<file path="config.mk">
export PLATFORM = sky130hd
export DESIGN_NAME = skinny_sbox8_serial_flat
export DESIGN_NICKNAME = d
export VERILOG_FILES = /design/src/rtl/skinny_pkg.sv /design/src/rtl/skinny_sbox8_serial_if.sv /design/src/rtl/skinny_sbox8_lane.sv /design/src/rtl/skinny_sbox8_serial.sv /design/src/flat_wrapper.sv
export SDC_FILE = /design/constraint.sdc
export NUM_CORES = 1
export LEC_CHECK = 0
export CAP_MARGIN = 20
export CORE_MARGIN = 2
export CORE_UTILIZATION = 45
export DETAILED_ROUTE_END_ITERATION = 8
export PLACE_DENSITY = 0.78
export SLEW_MARGIN = 25
export SYNTH_ARGS = -nofsm -noshare
export SYNTH_HDL_FRONTEND = slang
export SYNTH_HIERARCHICAL = 1
export SYNTH_SLANG_ARGS = --single-unit
</file>
<file path="constraint.sdc">
create_clock -name clk -period 2.3 [get_ports clk]
set_input_delay 0.575 -clock clk [delete_from_list [all_inputs] [get_ports clk]]
set_output_delay 0.575 -clock clk [all_outputs]
set_load 0.02 [all_outputs]
</file>
<file path="src/rtl/skinny_pkg.sv">
`default_nettype none
// ============================================================================
// Module      : skinny_pkg
// Description : Shared types and constants for the serial SKINNY S8 layer.
// Revision    : 1.0
// ============================================================================
package skinny_pkg;

    typedef enum logic [1:0] {
        ST_IDLE = 2'd0,
        ST_BUSY = 2'd1,
        ST_DONE = 2'd2
    } state_t;

    localparam int STATE_BYTES = 16;

    // Lane counts must divide the 16-byte state into a whole number of rotations.
    function automatic bit lanes_legal(input int lanes);
        return (lanes == 1) || (lanes == 2) || (lanes == 4) ||
               (lanes == 8) || (lanes == 16);
    endfunction

endpackage
`default_nettype wire

</file>
<file path="src/rtl/skinny_sbox8_serial_if.sv">
`default_nettype none
// ============================================================================
// Module      : skinny_sbox8_serial_if
// Description : Valid/ready state-in and result-out bundle for the S8 layer.
// Revision    : 1.0
// ============================================================================
interface skinny_sbox8_serial_if;

    logic         in_valid;
    logic         in_ready;
    logic [127:0] in_state;
    logic         in_inv;
    logic         out_valid;
    logic         out_ready;
    logic [127:0] out_state;

    modport master (
        output in_valid, in_state, in_inv, out_ready,
        input  in_ready, out_valid, out_state
    );

    modport slave (
        input  in_valid, in_state, in_inv, out_ready,
        output in_ready, out_valid, out_state
    );

endinterface
`default_nettype wire

</file>
<file path="src/rtl/skinny_sbox8_lane.sv">
`default_nettype none
// ============================================================================
// Module      : skinny_sbox8_lane
// Description : Combinational SKINNY-128 S8 / S8^-1 built from NOR-XOR rounds.
// Revision    : 1.0
// ============================================================================
module skinny_sbox8_lane (
    input  logic       i_inv,
    input  logic [7:0] i_x,
    output logic [7:0] o_y
);

    // One NOR-XOR step; an involution, so it serves both directions.
    function automatic logic [7:0] f_mix(input logic [7:0] x);
        logic [7:0] y;
        y    = x;
        y[0] = x[0] ^ ~(x[3] | x[2]);
        y[4] = x[4] ^ ~(x[7] | x[6]);
        return y;
    endfunction

    function automatic logic [7:0] f_perm(input logic [7:0] x);
        return {x[2], x[1], x[7], x[6], x[4], x[0], x[3], x[5]};
    endfunction

    function automatic logic [7:0] f_perm_inv(input logic [7:0] x);
        return {x[5], x[4], x[0], x[3], x[1], x[7], x[6], x[2]};
    endfunction

    function automatic logic [7:0] f_swap(input logic [7:0] x);
        return {x[7:3], x[1], x[2], x[0]};
    endfunction

    logic [7:0] w_fwd;
    logic [7:0] w_inv;

    assign w_fwd = f_swap(f_mix(f_perm(f_mix(f_perm(f_mix(f_perm(f_mix(i_x))))))));
    assign w_inv = f_mix(f_perm_inv(f_mix(f_perm_inv(f_mix(f_perm_inv(f_mix(f_swap(i_x))))))));
    assign o_y   = i_inv ? w_inv : w_fwd;

endmodule
`default_nettype wire

</file>
<file path="src/rtl/skinny_sbox8_serial.sv">
`default_nettype none
// ============================================================================
// Module      : skinny_sbox8_serial
// Description : Serialised 16-byte SKINNY S8 layer, LANES bytes per cycle.
// Revision    : 1.0
// ============================================================================
module skinny_sbox8_serial #(
    parameter int LANES = 4
) (
    input  logic                 clk,
    input  logic                 rst,
    skinny_sbox8_serial_if.slave bus
);

    import skinny_pkg::*;

    localparam int C_STEPS = STATE_BYTES / LANES;
    localparam int C_CNT_W = (C_STEPS > 1) ? $clog2(C_STEPS) : 1;
    localparam logic [C_CNT_W-1:0] C_CNT_LAST = C_CNT_W'(C_STEPS - 1);

    if (!lanes_legal(LANES)) begin : g_bad_lanes
        $error("skinny_sbox8_serial: LANES=%0d must be 1, 2, 4, 8 or 16", LANES);
    end

    state_t               r_state;
    state_t               w_state_nxt;
    logic [C_CNT_W-1:0]   r_cnt;
    logic [127:0]         r_data;
    logic                 r_inv;
    logic                 w_in_ready;
    logic                 w_accept;
    logic [8*LANES-1:0]   w_sub;
    logic [127:0]         w_data_rot;

    for (genvar i = 0; i < LANES; i++) begin : g_lane
        skinny_sbox8_lane u_lane (
            .i_inv (r_inv),
            .i_x   (r_data[8*i +: 8]),
            .o_y   (w_sub[8*i +: 8])
        );
    end

    // Substituted bytes re-enter at the top so the full rotation restores order.
    if (LANES == STATE_BYTES) begin : g_rot_full
        assign w_data_rot = w_sub;
    end else begin : g_rot_part
        assign w_data_rot = {w_sub, r_data[127:8*LANES]};
    end

    always_comb begin
        w_state_nxt = r_state;
        w_in_ready  = 1'b0;
        case (r_state)
            ST_IDLE: begin
                w_in_ready = 1'b1;
                if (bus.in_valid) begin
                    w_state_nxt = ST_BUSY;
                end
            end
            ST_BUSY: begin
                if (r_cnt == C_CNT_LAST) begin
                    w_state_nxt = ST_DONE;
                end
            end
            ST_DONE: begin
                w_in_ready = bus.out_ready;
                if (bus.out_ready) begin
                    w_state_nxt = bus.in_valid ? ST_BUSY : ST_IDLE;
                end
            end
            default: w_state_nxt = ST_IDLE;
        endcase
    end

    assign w_accept = bus.in_valid & w_in_ready;

    always_ff @(posedge clk) begin
        if (rst) begin
            r_state <= ST_IDLE;
            r_cnt   <= '0;
            r_data  <= '0;
            r_inv   <= 1'b0;
        end else begin
            r_state <= w_state_nxt;
            if (w_accept) begin
                r_data <= bus.in_state;
                r_inv  <= bus.in_inv;
                r_cnt  <= '0;
            end else if (r_state == ST_BUSY) begin
                r_data <= w_data_rot;
                // Saturate at the terminal count so the counter never wraps.
                if (r_cnt != C_CNT_LAST) begin
                    r_cnt <= r_cnt + C_CNT_W'(1);
                end
            end
        end
    end

    assign bus.in_ready  = w_in_ready;
    assign bus.out_valid = (r_state == ST_DONE);
    assign bus.out_state = r_data;

endmodule
`default_nettype wire

</file>
<file path="src/flat_wrapper.sv">
// flat-port wrapper written by rule: the top's interface ports become plain ports
module skinny_sbox8_serial_flat import skinny_pkg::*;
#(
    parameter int LANES = 4
)
  (clk, rst, bus_in_valid, bus_in_state, bus_in_inv, bus_out_ready, bus_in_ready, bus_out_valid, bus_out_state);
  skinny_sbox8_serial_if bus_i ();
  input  logic clk;
  input  logic rst;
  input wire logic [$bits(bus_i.in_valid)-1:0] bus_in_valid;
  input wire logic [$bits(bus_i.in_state)-1:0] bus_in_state;
  input wire logic [$bits(bus_i.in_inv)-1:0] bus_in_inv;
  input wire logic [$bits(bus_i.out_ready)-1:0] bus_out_ready;
  output wire logic [$bits(bus_i.in_ready)-1:0] bus_in_ready;
  output wire logic [$bits(bus_i.out_valid)-1:0] bus_out_valid;
  output wire logic [$bits(bus_i.out_state)-1:0] bus_out_state;
  assign bus_i.in_valid = bus_in_valid;
  assign bus_i.in_state = bus_in_state;
  assign bus_i.in_inv = bus_in_inv;
  assign bus_i.out_ready = bus_out_ready;
  assign bus_in_ready = bus_i.in_ready;
  assign bus_out_valid = bus_i.out_valid;
  assign bus_out_state = bus_i.out_state;
  skinny_sbox8_serial #(.LANES(LANES)) u_core (.clk(clk), .rst(rst), .bus(bus_i));
endmodule
</file>
# ---- After elaboration in Yosys (flattened, before gate mapping)
# Index checks and enable logic that the tools add are counted.
dict set report classes {
  eq_ne 7
  addsub 1
  reduce_logical 5
  bitwise 181
  mux 12
}
# op count
set ops {}
lappend ops {{$mux 128} 2}
lappend ops {{$not 1->1} 60}
lappend ops {{$or 1x1->1} 60}
lappend ops {{$xor 1x1->1} 60}
lappend ops {{$mux 8} 4}
lappend ops {{$mux 2} 3}
lappend ops {{$ne 2x2->1 const B} 3}
lappend ops {{$pmux 2 s3} 1}
lappend ops {{$eq 2x2->1 const B} 2}
lappend ops {{$reduce_and 3->1} 1}
lappend ops {{$add 2x1->2 const B} 1}
lappend ops {{$eq 2x1->1 const B} 1}
lappend ops {{$logic_not 2->1} 1}
lappend ops {{$ne 2x1->1 const B} 1}
lappend ops {{$pmux 1 s2} 1}
lappend ops {{$reduce_and 2->1} 1}
lappend ops {{$reduce_bool 2->1} 1}
lappend ops {{$reduce_or 2->1} 1}
lappend ops {{$and 1x1->1} 1}
lappend ops {{$mux 1} 1}
dict set report totals {
  reg_bits 133
  out_inout_bits 130
}

# ---- Longest topological paths before layout
# Gate-level depths: netlist of the first run.
dict set report depth {
  word_depth 15
  depth_mapped 9
  mapped_depth_nobuf 7
}

# ---- By module
# The synthesis of the first run kept the hierarchy.
# module seq_area_each_um2 cells_per_inst area_per_inst_um2 instances
set modules_own_cells {}
lappend modules_own_cells {skinny_sbox8_serial 2662.6 853 7577.3 1}
lappend modules_own_cells {skinny_sbox8_lane 0.0 89 634.4 4}

# ---- Worst setup path after synthesis of the first run
# No wires, ideal clock.
dict set report synth_timing {
  path_type {register to register}
  from {reg u_core.r_data[31] (netlist: u_core/bus.out_state[31])}
  to {reg u_core.r_data[120] (netlist: u_core/bus.out_state[120])}
  stages_incl_launch_ff 9
  required_time_ps 2211
  slack_ps 54
  arrival_time_ps 2157
  setup_ps 89
  path_cell_list {dfxtp_1 -> buf_6 -> o21a_4 -> nor4_4 -> mux2i_1 -> mux2_2 -> nand3_1 -> nand2_1 -> a311oi_2}
}
dict set report synth_between {
  elab_chain_cells 15
  elab_cells_between_ends 18
  classes_between {mux (3); bitwise (15)}
}
# item line_no
set synth_lines {}
lappend synth_lines {{start: declaration} skinny_sbox8_serial.sv:28} ;# logic [127:0] r_data;
lappend synth_lines {{start signal: assignment} skinny_sbox8_serial.sv:86} ;# r_data <= bus.in_state;
lappend synth_lines {{start signal: assignment} skinny_sbox8_serial.sv:90} ;# r_data <= w_data_rot;
lappend synth_lines {{$or 1x1->1} skinny_sbox8_lane.sv:18} ;# y[4] = x[4] ^ ~(x[7] | x[6]);
lappend synth_lines {{$not 1->1} skinny_sbox8_lane.sv:18}
lappend synth_lines {{$xor 1x1->1} skinny_sbox8_lane.sv:18}
lappend synth_lines {{$or 1x1->1} skinny_sbox8_lane.sv:17} ;# y[0] = x[0] ^ ~(x[3] | x[2]);
lappend synth_lines {{$not 1->1} skinny_sbox8_lane.sv:17}
lappend synth_lines {{$xor 1x1->1} skinny_sbox8_lane.sv:17}
lappend synth_lines {{$or 1x1->1} skinny_sbox8_lane.sv:17}
lappend synth_lines {{$not 1->1} skinny_sbox8_lane.sv:17}
lappend synth_lines {{$xor 1x1->1} skinny_sbox8_lane.sv:17}
lappend synth_lines {{$or 1x1->1} skinny_sbox8_lane.sv:17}
lappend synth_lines {{$not 1->1} skinny_sbox8_lane.sv:17}
lappend synth_lines {{$xor 1x1->1} skinny_sbox8_lane.sv:17}
lappend synth_lines {{$mux 8 *} skinny_sbox8_lane.sv:39} ;# assign o_y = i_inv ? w_inv : w_fwd;
lappend synth_lines {{net u_core.w_data_rot[120]} skinny_sbox8_serial.sv:33} ;# logic [127:0] w_data_rot;
lappend synth_lines {{$mux 128 *} skinny_sbox8_serial.sv:89} ;# end else if (r_state == ST_BUSY) begin
lappend synth_lines {{$mux 128 *} skinny_sbox8_serial.sv:85} ;# if (w_accept) begin
# Mark *: on every way through the listed nets, which the timed path passes. The rest lies on a longest branch. The select of a mux whose other input is x is not followed.
# A chain may end at the register's enable or synchronous reset.

# ---- Final worst setup path of the first run
dict set report layout_timing {
  from {reg u_core.r_data[5] (netlist: u_core/bus.out_state[5])}
  to {out bus_out_state[5]}
}
# item line_no
set layout_lines {}
lappend layout_lines {{end: declaration} flat_wrapper.sv:16} ;# output wire logic [$bits(bus_i.out_state)-1:0] bus_out_state;
# No word-level cell between the ends.

==> flow_summary.ini, run 1 <==
[run_status]
status = finished, final reports clean

[final_layout]
synthToLayoutAreaGrowth_pct = 26.66
nFillCells = 1877
nets = 1462
final_core_util = 0.5834
layoutNonFillerInstCount = 1618
drive_gt1_frac = 0.1876
diodes = 0
final_cell_area_um2 = 12810

[synth]
syn_area_um2 = 10110
yosys_warnings = 6
ys_types = 56
synthXorXnorAreaFrac = 0.03055
synth_top_family_by_area = simple AND/OR/NAND/NOR gates
synthMuxAreaShare = 0.02177
synth_top_area_frac = 0.2632
synth_compound_area_frac = 0.2641
synth_area_leader_cell = dfxtp_1
synth_ff_type = dfxtp_1
async_reset_ff_frac = 0
synth_simple_gate_area_share = 0.2647
synth_top_cells_by_count = nand2_1, nor3_1, dfxtp_1, buf_4, a311oi_2
syn_nets = 1343
netlist_instances = 1209
synth_edf_count = 0
ys_seq_area_frac = 0.2632
synth_adder_area_share = 0.001237
synth.ff_latch_count = 133
synth_area_leaders = dfxtp_1, a311oi_2, nand2_1
synth.avg_cell_area_um2 = 8.366
yosysMostFrequentCell = nand2_1

[placement]
dp.cells = 1589
dpl_cell_area_um2 = 12180
pre_cts_ws_ns = -0.1169
gp_congestion = 0.8941
dp_hpwl_um = 20640
io_buffers = 262

[worst_setup_path]
crit_required_ns = 1.73
path_delay_family = buffers and inverters
critPathLaunch = u_core/bus.out_state[5]
reg2reg_from = u_core/bus.out_state[14]
crit_type = flip-flop to primary output
slowest_stage = clkdlybuf4s50_1
regToRegSetupSlack_ns = 0.09
r2r_cells = 9
endpoint_kind = primary output
cp_max_fo = 8
start_kind = flip-flop
path_cells = clkdlybuf4s50_1
worstPathArrival_ns = 1.66
crit_buf_inv = 1
crit_cells = 1
endpoint = bus_out_state[5]
slowest_delay_ns = 0.69
r2r_end = u_core/bus.out_state[104]

[power_and_ir_drop]
power_frac_seq = 0.326
power.internal_mw = 5.783
power.switching_mw = 3.031
peakVddDrop_v = 0.0004118
leakage_nw = 4.386
swShare = 0.3439
p_comb_frac = 0.354
power_density_nw_per_um2 = 688.0
clkPwrFrac = 0.320

[die]
start_util = 0.4606
core.rowCount = 54
die_h_um = 153.9
die-area_um2 = 23690
core_um2 = 21960
die_x_um = 153.9
ios = 263

[route]
drc = 0
via_count = 9555
firstDrtPassIters = 8
wl_per_cell_um = 18.77
drt-initial-drc-count = 700
detail-route-antenna-nets = 0
via_per_inst = 5.905
drt-total-wl_um = 30370

[timing]
slew_violations = 0
fin_skew_ns = 0.01709
final.min_clock_period_ns = 2.231
max_freq_ghz = 0.4482
hold-worst-slack_ns = 0.5134
worst_slew_pin_slew_ns = 0.4557
setup_slack_ns = 0.06891
hold_viol_final = 0
finalSetupViolations = 0
period_share = 0.9700
maxSlewHeadroom = 0.6962

[grt]
overflow = 0
grt_pass1_wl_um = 48310
grt_max_degree = 66
gr-usage-all-layers = 0.2460
grt_pass1_vias = 9231
grt_antenna_before_repair = 1

[cts]
cts.htree.levels = 4
cts_sinks = 133
ctsRootBufferMaster = clkbuf_16
cts_tree = yes
clockBufferDepth = 2
clk_latency_ns = 0.42
postCtsHoldBufs = 0
clkTransAtPathRegs_ns = 0.06
cts-buffers-inserted = 17

[run]
cap_violations = 0

[worst_hold_path]
hold_class = flip-flop to flip-flop
[area by class of cell]
class | instances | area [µm²] | area share
clock buffer | 20 | 456.7 | 0.03565
clock inverter | 9 | 130.1 | 0.01016
inverter | 13 | 48.80 | 0.003809
multi-input combinational | 844 | 5917 | 0.4619
sequential | 133 | 2688 | 0.2098
tap | 280 | 350.3 | 0.02735
timing repair buffer | 319 | 3221 | 0.2514
[cells by family after synthesis]
family,count (synthesis)
and+or+nand+nor,556
AOI/OAI and AO/OA,237
buffers and inverters,232
DFF,133
xor gates and xnor gates,29
muxes,21
adders and majority gates,1
[worst min-delay path by stage]
stage               slack (ns)                       from  depth (start not counted)                   endpoint
global placement          0.49  u_core/bus.out_state[100]                          2  u_core/bus.out_state[100]
CTS                       0.51  u_core/bus.out_state[100]                          2  u_core/bus.out_state[100]
finish                    0.51  u_core/bus.out_state[101]                          2  u_core/bus.out_state[101]
global route              0.53  u_core/bus.out_state[102]                          2  u_core/bus.out_state[102]
detailed placement        0.50  u_core/bus.out_state[100]                          2  u_core/bus.out_state[100]
floorplan                 0.48  u_core/bus.out_state[106]                          2  u_core/bus.out_state[106]
[cells in the final DEF (no fill, tap or decap), types with 22 or more instances in the layout]
master             n
buf_4             44
nor3_1           150
clkdlybuf4s50_1  254
nor2_1            43
a311oi_2         111
a21oi_1           22
nand2_1          269
dfxtp_1          115
xnor2_1           25
nand3_1           24
[routing by layer]
layer	track usage	share of wire	vias up
li1	-	-	4560
met4	0.06008	0.016	2
met5	0	0.00043	-
met2	0.4241	0.49	351
met3	0.05665	0.060	39
met1	0.3118	0.43	4603
[per-stage QoR]
| step | setup TNS (ns) | power (mW) |
|---|---|---|
| finish | 0 | 8.814 |
| global route | -0.01082 | 9.222 |
| CTS | 0 | 8.829 |
| detailed placement | -9.986 | 5.996 |
| global placement | -6.821 | 5.942 |
| floorplan | 0 | 5.090 |
[registers in the layout (all words and copies together), names as in the netlist]
| register | count |
|---|---|
| u_core/r_cnt | 2 |
| u_core/r_state | 2 |
| u_core/r_inv | 1 |
| u_core/bus.out_state | 128 |
[timing repair]
action,in CTS,in global routing
setup buffers,0,0
resized for setup,12,16
setup endpoints to repair,11,16
pin swaps,0,0
[power groups by stage]
stage               clock [mW]  sequential (mW)  combinational (mW)
floorplan                    0             2.83                2.26
global placement             0             2.90                3.04
detailed placement           0             2.90                3.10
CTS                       2.86             2.86                3.11
global route              2.98             2.90                3.34
finish                    2.82             2.87                3.12
Note: power is estimated with default switching activity, not from simulation.
==> run 2: changes to the inputs <==
- CORE_UTILIZATION: 45 -> 30
- PLACE_DENSITY: 0.78 -> not set
==> run 2 against run 1 <==
Cell area increased by 3.4%; die area increased by 49%; sequential power about the same; wire length increased by 9.2%; highest routed layer is now met4.
==> flow_summary.ini, run 2 (same netlist as run 1, synthesis figures left out) <==
[placement]
io_buffers = 262
dp_hpwl_um = 23040
dpl_cell_area_um2 = 12610
gp_congestion = 0.8726

[grt]
overflow = 0
grt_max_degree = 78
grt_pass1_vias = 9327
gr-usage-all-layers = 0.1832
grt_pass1_wl_um = 52320
grt_antenna_before_repair = 0

[worst_hold_path]
hold_class = flip-flop to flip-flop

[route]
wl_per_cell_um = 18.31
via_count = 9617
drt-initial-drc-count = 450
firstDrtPassIters = 5
via_per_inst = 5.307
detail-route-antenna-nets = 0
drc = 0
drt-total-wl_um = 33170

[final_layout]
diodes = 0
multi_input_area_um2 = 5953
final_common_cell = nand2_1
nets = 1487
ff_latch_area_um2 = 2683
largest_reg_flops = 128
final_cell_area_um2 = 13240
final_cell_mix = nand2_1, clkdlybuf4s50_1, nor3_1
synthToLayoutAreaGrowth_pct = 30.90
final_core_util = 0.3968
nFillCells = 3411
drive_gt1_frac = 0.2031

[power_and_ir_drop]
power.internal_mw = 5.722
p_comb_frac = 0.366
power_density_nw_per_um2 = 665.8
clkPwrFrac = 0.307
power_frac_seq = 0.327
swShare = 0.3509
power.switching_mw = 3.094
leakage_nw = 4.483
peakVddDrop_v = 0.0005492

[die]
core.rowCount = 67
core_um2 = 33360
start_util = 0.3032
ios = 263
die_x_um = 187.6
die_h_um = 187.6
die-area_um2 = 35200

[worst_setup_path]
path_delay_family = buffers and inverters
crit_required_ns = 1.73
crit_buf_inv = 2
worstPathArrival_ns = 1.67
crit_type = flip-flop to primary output
slowest_delay_ns = 0.60
slowest_stage = clkdlybuf4s50_1
endpoint_kind = primary output
cp_max_fo = 7
path_cells = buf_4 > clkdlybuf4s50_1
start_kind = flip-flop

[cts]
ctsRootBufferMaster = clkbuf_16
cts_sinks = 133
clk_latency_ns = 0.43
cts_tree = yes
clkTransAtPathRegs_ns = 0.07
postCtsHoldBufs = 0
cts.htree.levels = 4
cts-buffers-inserted = 17
clockBufferDepth = 2

[timing]
final.min_clock_period_ns = 2.244
worst_slew_pin_slew_ns = 0.6182
period_share = 0.9758
rsz0062_at_grt = no
finalSetupViolations = 0
max_freq_ghz = 0.4456
fin_skew_ns = 0.009908
hold_viol_final = 0
maxSlewHeadroom = 0.5879
slew_violations = 0

[run]
cap_violations = 0

[run_status]
status = finished, final reports clean
==> run 2: final timing paths <==
path	endpoint	from	slack [ns]	cells after the start
worst max-delay path	bus_out_state[11]	u_core/bus.out_state[11]	0.06	2
worst min-delay path	u_core/bus.out_state[61]	u_core/bus.out_state[93]	0.51	2
worst max register to register	u_core/bus.out_state[112]	u_core/bus.out_state[23]	0.11	7
worst min register to register	u_core/bus.out_state[61]	u_core/bus.out_state[93]	0.51	2
==> run 2: metal layers <==
metal / share of wire / routed length (µm) / vias to the layer above / track usage
met5: 0 / 0 / - / 0
met4: 0.016 / 518 / 0 / 0.05360
met3: 0.051 / 1705 / 30 / 0.03388
met2: 0.48 / 15810 / 291 / 0.3051
met1: 0.46 / 15140 / 4683 / 0.2410
li1: - / - / 4613 / -
==> run 2: power groups by stage <==
| stage | Sequential [mW] | Combinational (mW) | Clock [mW] |
|---|---|---|---|
| floorplan | 2.83 | 2.26 | 0 |
| global placement | 2.92 | 3.17 | 0 |
| detailed placement | 2.92 | 3.20 | 0 |
| CTS | 2.88 | 3.21 | 2.78 |
| global route | 2.91 | 3.48 | 2.85 |
| finish | 2.88 | 3.23 | 2.71 |
==> run 2: area by class of cell <==
class	instances	area share
multi-input cells	844	0.4496
inverters	13	0.003686
well taps	448	0.04234
clock inverters	4	0.003402
repair buffers	344	0.2599
clock buffers	26	0.03846
flip-flops and latches	133	0.2026
==> run 2: tightest hold or removal path: stages, from the launching register on <==
cell and delay (ns):
dfxtp_1 0.32, nand2_1 0.07, a311oi_2 0.08
==> run 2: metrics by stage <==
| stage | setup WS (ns) | setup TNS (ns) | total power, mW | cells | hold slack (ns) |
|---|---|---|---|---|---|
| 3_5_place_dp | -0.1409 | -0.2551 | 6.120 | 1781 | 0.5010 |
| 3_3_place_gp | -0.1452 | -0.1452 | 6.086 | 1781 | 0.4941 |
| 6_report | 0.05575 | 0 | 8.815 | 1812 | 0.5131 |
| 4_1_cts | 0.005831 | 0 | 8.865 | 1811 | 0.5135 |
| 2_1_floorplan | 0.05401 | 0 | 5.090 | 1209 | 0.4777 |
| 5_1_grt | 0.0001223 | 0 | 9.242 | 1812 | 0.5393 |
==> run 2: timing repair <==
item,CTS,global route
pin swaps,0,1
setup buffers,0,1
gates resized for setup,14,14
setup endpoints to repair,14,10
